$ cat src/rtl/red_pitaya_na_accumulator.sv
// Network-analyzer averaging engine: after a start pulse, waits a settling
// time, then sums CHANNELS signed sample streams over a fixed number of valid
// samples, saturating each sum and latching the results for readout.
module red_pitaya_na_accumulator #(
    parameter int CHANNELS = 2,
    parameter int INBITS   = 24,
    parameter int SUMBITS  = 62,
    parameter int CNTBITS  = 32
) (
    input  logic                         clk_i,
    input  logic                         rstn_i,
    input  logic                         start_i,
    input  logic                         abort_i,
    input  logic [CNTBITS-1:0]           sleep_cycles_i,
    input  logic [CNTBITS-1:0]           avg_cycles_i,
    input  logic [CHANNELS*INBITS-1:0]   dat_i,
    input  logic                         dat_valid_i,
    output logic                         busy_o,
    output logic                         done_o,
    output logic                         sum_valid_o,
    output logic [CHANNELS*SUMBITS-1:0]  sum_o,
    output logic [CHANNELS-1:0]          ovf_o,
    output logic [CNTBITS-1:0]           count_o
);

    typedef enum logic [1:0] {IDLE, SLEEP, ACCUM} state_t;

    localparam logic [SUMBITS-1:0] SUM_MAX = {1'b0, {(SUMBITS-1){1'b1}}};
    localparam logic [SUMBITS-1:0] SUM_MIN = {1'b1, {(SUMBITS-1){1'b0}}};

    state_t                            state;
    state_t                            state_nxt;
    logic [CNTBITS-1:0]                sleep_cnt;
    logic [CNTBITS-1:0]                avg_len;
    logic [CNTBITS-1:0]                count_inc;
    logic [CHANNELS-1:0][SUMBITS-1:0]  acc;
    logic [CHANNELS-1:0][SUMBITS-1:0]  acc_nxt;
    logic [CHANNELS-1:0][SUMBITS:0]    wide;
    logic [CHANNELS-1:0]               ovf_nxt;
    logic                              take;
    logic                              last;

    assign busy_o    = (state != IDLE);
    assign count_inc = count_o + 1'b1;

    // Saturating add of each sign-extended sample to its working sum
    always_comb begin
        wide    = '0;
        acc_nxt = '0;
        ovf_nxt = '0;
        for (int unsigned k = 0; k < CHANNELS; k++) begin
            wide[k] = {acc[k][SUMBITS-1], acc[k]}
                    + {{(SUMBITS+1-INBITS){dat_i[k*INBITS+INBITS-1]}}, dat_i[k*INBITS +: INBITS]};
            if (wide[k][SUMBITS] != wide[k][SUMBITS-1]) begin
                ovf_nxt[k] = 1'b1;
                acc_nxt[k] = wide[k][SUMBITS] ? SUM_MIN : SUM_MAX;
            end else begin
                acc_nxt[k] = wide[k][SUMBITS-1:0];
            end
        end
    end

    // Next-state logic: abort beats start, start beats completion
    always_comb begin
        state_nxt = state;
        take      = 1'b0;
        last      = 1'b0;
        if (abort_i) begin
            state_nxt = IDLE;
        end else if (start_i) begin
            if (avg_cycles_i == '0)
                state_nxt = IDLE;
            else if (sleep_cycles_i != '0)
                state_nxt = SLEEP;
            else
                state_nxt = ACCUM;
        end else begin
            case (state)
                SLEEP: begin
                    if (sleep_cnt == CNTBITS'(1))
                        state_nxt = ACCUM;
                end
                ACCUM: begin
                    if (dat_valid_i) begin
                        take = 1'b1;
                        if (count_inc == avg_len) begin
                            last      = 1'b1;
                            state_nxt = IDLE;
                        end
                    end
                end
                default: state_nxt = IDLE;
            endcase
        end
    end

    // State register
    always_ff @(posedge clk_i or negedge rstn_i) begin
        if (!rstn_i)
            state <= IDLE;
        else
            state <= state_nxt;
    end

    // Counters, working sums and latched results
    always_ff @(posedge clk_i or negedge rstn_i) begin
        if (!rstn_i) begin
            sleep_cnt   <= '0;
            avg_len     <= '0;
            acc         <= '0;
            count_o     <= '0;
            ovf_o       <= '0;
            sum_o       <= '0;
            sum_valid_o <= 1'b0;
            done_o      <= 1'b0;
        end else begin
            done_o <= 1'b0;
            if (!abort_i && start_i) begin
                sleep_cnt   <= sleep_cycles_i;
                avg_len     <= avg_cycles_i;
                acc         <= '0;
                count_o     <= '0;
                ovf_o       <= '0;
                sum_valid_o <= 1'b0;
                // Zero-length run completes immediately with an all-zero result
                if (avg_cycles_i == '0) begin
                    sum_o       <= '0;
                    sum_valid_o <= 1'b1;
                    done_o      <= 1'b1;
                end
            end else if (!abort_i) begin
                if (state == SLEEP)
                    sleep_cnt <= sleep_cnt - 1'b1;
                if (take) begin
                    acc     <= acc_nxt;
                    count_o <= count_inc;
                    ovf_o   <= ovf_o | ovf_nxt;
                end
                if (last) begin
                    sum_o       <= acc_nxt;
                    sum_valid_o <= 1'b1;
                    done_o      <= 1'b1;
                end
            end
        end
    end

endmodule

$ cat config.mk
export PLATFORM = sky130hd
export DESIGN_NAME = red_pitaya_na_accumulator
export DESIGN_NICKNAME = d
export VERILOG_FILES = /design/src/rtl/red_pitaya_na_accumulator.sv
export SDC_FILE = /design/constraint.sdc
export NUM_CORES = 1
export LEC_CHECK = 0
export CORE_MARGIN = 2
export CORE_UTILIZATION = 40
export CTS_BUF_LIST = sky130_fd_sc_hd__clkbuf_4 sky130_fd_sc_hd__clkbuf_8
export DETAILED_ROUTE_END_ITERATION = 12
export SLEW_MARGIN = 20
export SYNTH_ARGS = -nofsm -noshare
export SYNTH_HDL_FRONTEND = slang
export SYNTH_SLANG_ARGS = --single-unit
$ cat constraint.sdc
create_clock -name clk_i -period 6.5 [get_ports clk_i]
set_clock_uncertainty 0.05 [all_clocks]
set_input_delay 0.975 -clock clk_i [delete_from_list [all_inputs] [get_ports clk_i]]
set_output_delay 0.975 -clock clk_i [all_outputs]
set_load 0.02 [all_outputs]
* Word-level counts from Yosys, hierarchy flattened *
Cells that the tools add are included.

cells by class
  $add $sub $neg = 4
  eq/ne operators = 11
  mux-type cells = 46
  bitwise gates (word level) = 1
  reduce and logical (&&, ||, !) cells = 13

operator list
  operator               count
  $mux 124               7
  $mux 62                4
  $mux 32                6
  $add 62x24->63         2
  $add 32x1->32 const B  1
  $eq 32x1->1 const B    1
  $eq 32x32->1           1
  $logic_not 32->1       1
  $reduce_bool 32->1     1
  $sub 32x1->32 const B  1
  $mux 2                 10
  $mux 1                 18
  $ne 4x4->1 const B     3
  $reduce_bool 2->1      4
  $reduce_and 2->1       3
  $reduce_and 3->1       2
  $pmux 2 s2             1
  $eq 2x1->1 const B     1
  $eq 2x2->1 const B     1
  $ne 1x1->1             2
  $ne 2x1->1 const B     1
  $ne 2x2->1 const B     1
  $or 2x2->2             1
  $logic_and 1x1->1      1
  $logic_not 1->1        1

word-level totals
  register bits = 350
  bits of input ports = 117
  output and inout bits = 161
  word-level logic and storage cells = 85

* Depth between registers and ports, before layout *
  depth in word-level cells = 10
  gate-level depth with buffers = 17
  mapped depth without buffers = 14

* Worst setup path after synthesis *
OpenSTA, ideal clock, no wires.

  path kind = input to register
  start = input port dat_i[24]
  end = register sum_o[67]
  setup time = 83 ps
  data arrival time = 3864 ps
  data required time = 6367 ps
  slack = 2503 ps
  cell stages on the path = 15
  buffers on the path = 2
  cells stage by stage = ha_1 fa_1 a211oi_1 o21ai_1 o21ai_1 a211oi_2 o211ai_1 a31oi_2 a41oi_1 or2_1 buf_2 mux2_4 nand3_2 buf_2 o21ai_0

between the ends
  cells in the longest elaborated chain, start to end = 6
  elaborated cells between the ends (all ways) = 7
  those cells by class = add/sub: 1; eq/ne: 1; mux: 5

ends and longest elaborated chain
  item                                   line    text
  start: declaration                     16      input logic [CHANNELS*INBITS-1:0] dat_i,
  $add 62x24->63 *                       53      + {{(SUMBITS+1-INBITS){dat_i[k*INBITS+INBITS-1]}}, dat_i[k*INBITS +: INBITS]};
  $mux 62 or $ne 1x1->1 (tied branches)  56, 54
  $mux 62 *                              54      if (wide[k][SUMBITS] != wide[k][SUMBITS-1]) begin
  $mux 124 *                             139     if (last) begin
  $mux 124 *                             131     end else if (!abort_i) begin
  $mux 124 *                             118     if (!abort_i && start_i) begin
  end signal: assignment                 140     sum_o <= acc_nxt;
  end: declaration                       21      output logic [CHANNELS*SUMBITS-1:0] sum_o,

Every way passes the cells marked *; elsewhere a longest branch is shown, timed or not. The select of a mux whose other input is x is not followed.
A chain may end at the register's enable or synchronous reset.

* Final worst setup path *
  start = input port dat_i[24]
  end = register sum_o[88]

Same word-level chain as after synthesis.

==> results.yml <==
floorplanning:
  die_outline_width_um: 244.6
  io_pins: 278
  row_count: 88
  die_h_um: 244.6
  start_util_pct: 40.28
  die-area_um2: 59810
  core_region_area_um2: 57480
clocking:
  path_clk_slew_ps: 60
  cts_hold_repair.buffers: 0
  cts-root-buf: "sky130_fd_sc_hd__clkbuf_8"
  tritoncts: "done"
  cts.sink_count: 350
  insertion_delay_ps: 660
  cts-resized-gates: 0
  htree_depth: 3
  cts_buffers: 67
  cts_setup_buffers: 0
  cts_buffer_depth: 3
synthesis:
  combinational_family_with_the_most_area_after_synthesis: "compound AO/OA/AOI/OAI gates"
  synthesis.nets: 3039
  yosys.area_share.simple_pct: 19.36
  yosysSeqAreaShare_pct: 37.83
  ys_types: 90
  number_of_enable_type_register_cells_in_the_synthesized_netlist: 0
  multiplexer_fraction_of_the_synthesized_cell_area_pct: 0.2973
  synthArstFlopShare_pct: 100.0
  synth.yosys.warnings: 0
  synth-adder-area-share_pct: 7.080
  synth_xor_area_share_pct: 6.459
  syn-mean-instance-area_um2: 8.288
  synthesis.area_um2: 23150
  postSynth.topFlopCell: "sky130_fd_sc_hd__dfrtp_1"
  yosys_register_bits: 350
  netlist_instances: 2793
  synth-compound-area-share_pct: 25.30
setup_path:
  worst_setup_path_start_kind: "primary input"
  slack_of_the_worst_reg_to_reg_path_ps: 1760
  reg2regPathDepth: 14
  critical_path.endpoint_type: "register"
  critical_path.reg2reg.startpoint: "acc[62]"
  cp.arrival_ps: 5770
  worst-path-max-fanout: 24
  crit-reg2reg-capture: "sum_o[88]"
  cp.required_ps: 7000
  setup.worst_path.class: "primary input to register"
sta:
  timing.final.hold_violations: 0
  post-route-min-period_ps: 5265
  timing.final.setup_violations: 0
  grt_setup_unrepaired: "no"
  post-route-period-util_pct: 81.00
  timing.final.max_slew_violations: 0
  maxSlewHeadroom_pct: 27.30
  worst_max_slew_pin_slew_ps: 1088
  max_freq_mhz: 189.9
  totalNegativeSetupSlack_ps: 0
power:
  ir_worst_vdd_v: 0.0002276
  power.density_cell_area_nw_per_um2: 389.1
  p_leak_nw: 12.43
job:
  maxCapViolCount: 0
global_routing:
  grt_antenna_before_repair: 1
  grt-ovfl-total: 0
  grt_pass1_vias: 21160
  groute.usage.overall_pct: 23.99
  grt_max_degree: 156
  grt_first_pass_wirelength_mm: 115.6
detailed_routing:
  avgViaCountPerCell: 5.616
  routed_wirelength_mm: 72.00
  drc: 0
  remaining_number_of_nets_flagged_by_the_antenna_check_after_routing: 0
  detail_route.wl_per_cell_um: 18.83
  via_count: 21480
  dr.pass1.iters: 5
  drt-initial-drc-count: 1346
placed_design:
  dp_hpwl_mm: 52.63
  port_buffers: 277
  gp_congestion: 0.9141
finish:
  area_delta_synth_final_pct: 20.99
  layout.core_utilization_pct: 48.73
  multi_input_comb_area_um2: 13590
  fillCellCount: 5581
  commonest_cells_after_routing_fill_and_taps_aside: "545 x sky130_fd_sc_hd__nand2_1, 350 x sky130_fd_sc_hd__dfrtp_1, 288 x sky130_fd_sc_hd__o21ai_0"
  post_route_cells_drive_above_1_share_pct: 7.098
  final_nets: 3257
  leading_cell_type_in_the_layout_fill_and_taps_excluded: "sky130_fd_sc_hd__nand2_1"
  area.sequential_um2: 8758
hold_path:
  worst_hold_path_type: "primary input to async pin"
outcome:
  status: "finished, final reports clean"
[worst max path at each step]
stage	depth (start not counted)	to	from
floorplan	15	sum_o[67]	dat_i[24]
global placement	15	sum_o[74]	dat_i[24]
detailed placement	15	sum_o[90]	dat_i[24]
CTS	15	sum_o[88]	dat_i[24]
global route	15	sum_o[88]	dat_i[24]
finish	15	sum_o[88]	dat_i[24]
[worst max-delay path, stage by stage]
cell and delay, ps:
sky130_fd_sc_hd__clkdlybuf4s50_1 510, sky130_fd_sc_hd__ha_1 280, sky130_fd_sc_hd__fa_1 450, sky130_fd_sc_hd__a211oi_1 240
sky130_fd_sc_hd__o21ai_1 160, sky130_fd_sc_hd__o21ai_1 270, sky130_fd_sc_hd__a211oi_2 170, sky130_fd_sc_hd__o211ai_1 310
sky130_fd_sc_hd__a31oi_2 200, sky130_fd_sc_hd__a41oi_1 420, sky130_fd_sc_hd__or2_1 300, sky130_fd_sc_hd__mux2_4 260
sky130_fd_sc_hd__nand3_2 560, sky130_fd_sc_hd__buf_4 440, sky130_fd_sc_hd__o21ai_0 200
[report_power, final]
group	total [mW]	internal (mW)	leakage (nW)	switching, mW
Sequential	2.84	2.58	4.62	0.264
Combinational	5.63	2.14	7.04	3.49
Clock	2.43	1.42	0.762	1.01
Total	10.9	6.13	12.4	4.76
[synth_stat cells, drive strengths merged (29+ instances only)]
cell / number / area, µm²
a21o: 80 / 600.6
a21oi: 179 / 903.4
and3: 29 / 181.4
buf: 46 / 306.5
clkbuf: 106 / 407.9
dfrtp: 350 / 8758
ha: 127 / 1589
inv: 36 / 135.1
nand2: 547 / 2056
nand3: 45 / 235.2
nand4: 39 / 259.0
nor2: 176 / 663.1
nor3: 48 / 245.2
nor4: 30 / 215.2
o211ai: 29 / 217.7
o21ai: 443 / 2315
o21bai: 29 / 217.7
xnor2: 105 / 934.7
xor2: 64 / 560.5
[final cells by class]
type                    instances  area share (%)
well taps                     765           3.417
repair buffers                301           11.03
clock buffers                  96           4.405
inverters                      36          0.4824
flip-flops and latches        350           31.27
clock inverters                19          0.8577
diodes                          2         0.01787
multi-input cells            2255           48.52
[routing by layer]
metal	track usage [%]	vias up	wire, µm
met2	38.35	625	33120
met4	7.496	0	1957
met5	0	-	0
met1	32.88	10270	32990
met3	4.445	117	3928
li1	-	10460	-
[sequential cells by signal, indices dropped and copies added, names as in the netlist]
register     count
avg_len         32
sum_o          124
sum_valid_o      1
ovf_o            2
sleep_cnt       32
state            2
acc            124
done_o           1
count_o         32
[logic make-up after synthesis]
family / Yosys count
buffers and inverters: 188
adder cells (fa/ha/maj): 130
XOR/XNOR: 169
flip-flops: 350
AND/OR/NAND/NOR: 1004
multiplexers: 6
AO/OA/AOI/OAI: 946
[per-stage QoR]
step | hold slack (ps) | worst slack (ps) | std cells | total power [mW] | instance area [µm²]
floorplan | 389.7 | 2503 | 2793 | 7.041 | 23150
global placement | 411.4 | 818.6 | 3706 | 8.399 | 26500
detailed placement | 413.5 | 646.1 | 3706 | 8.445 | 26500
CTS | 296.3 | 1340 | 3821 | 10.96 | 27980
global route | 327.1 | 908.9 | 3823 | 11.80 | 28010
finish | 289.0 | 1235 | 3824 | 10.90 | 28010
Power figures use the tool's default switching activity.
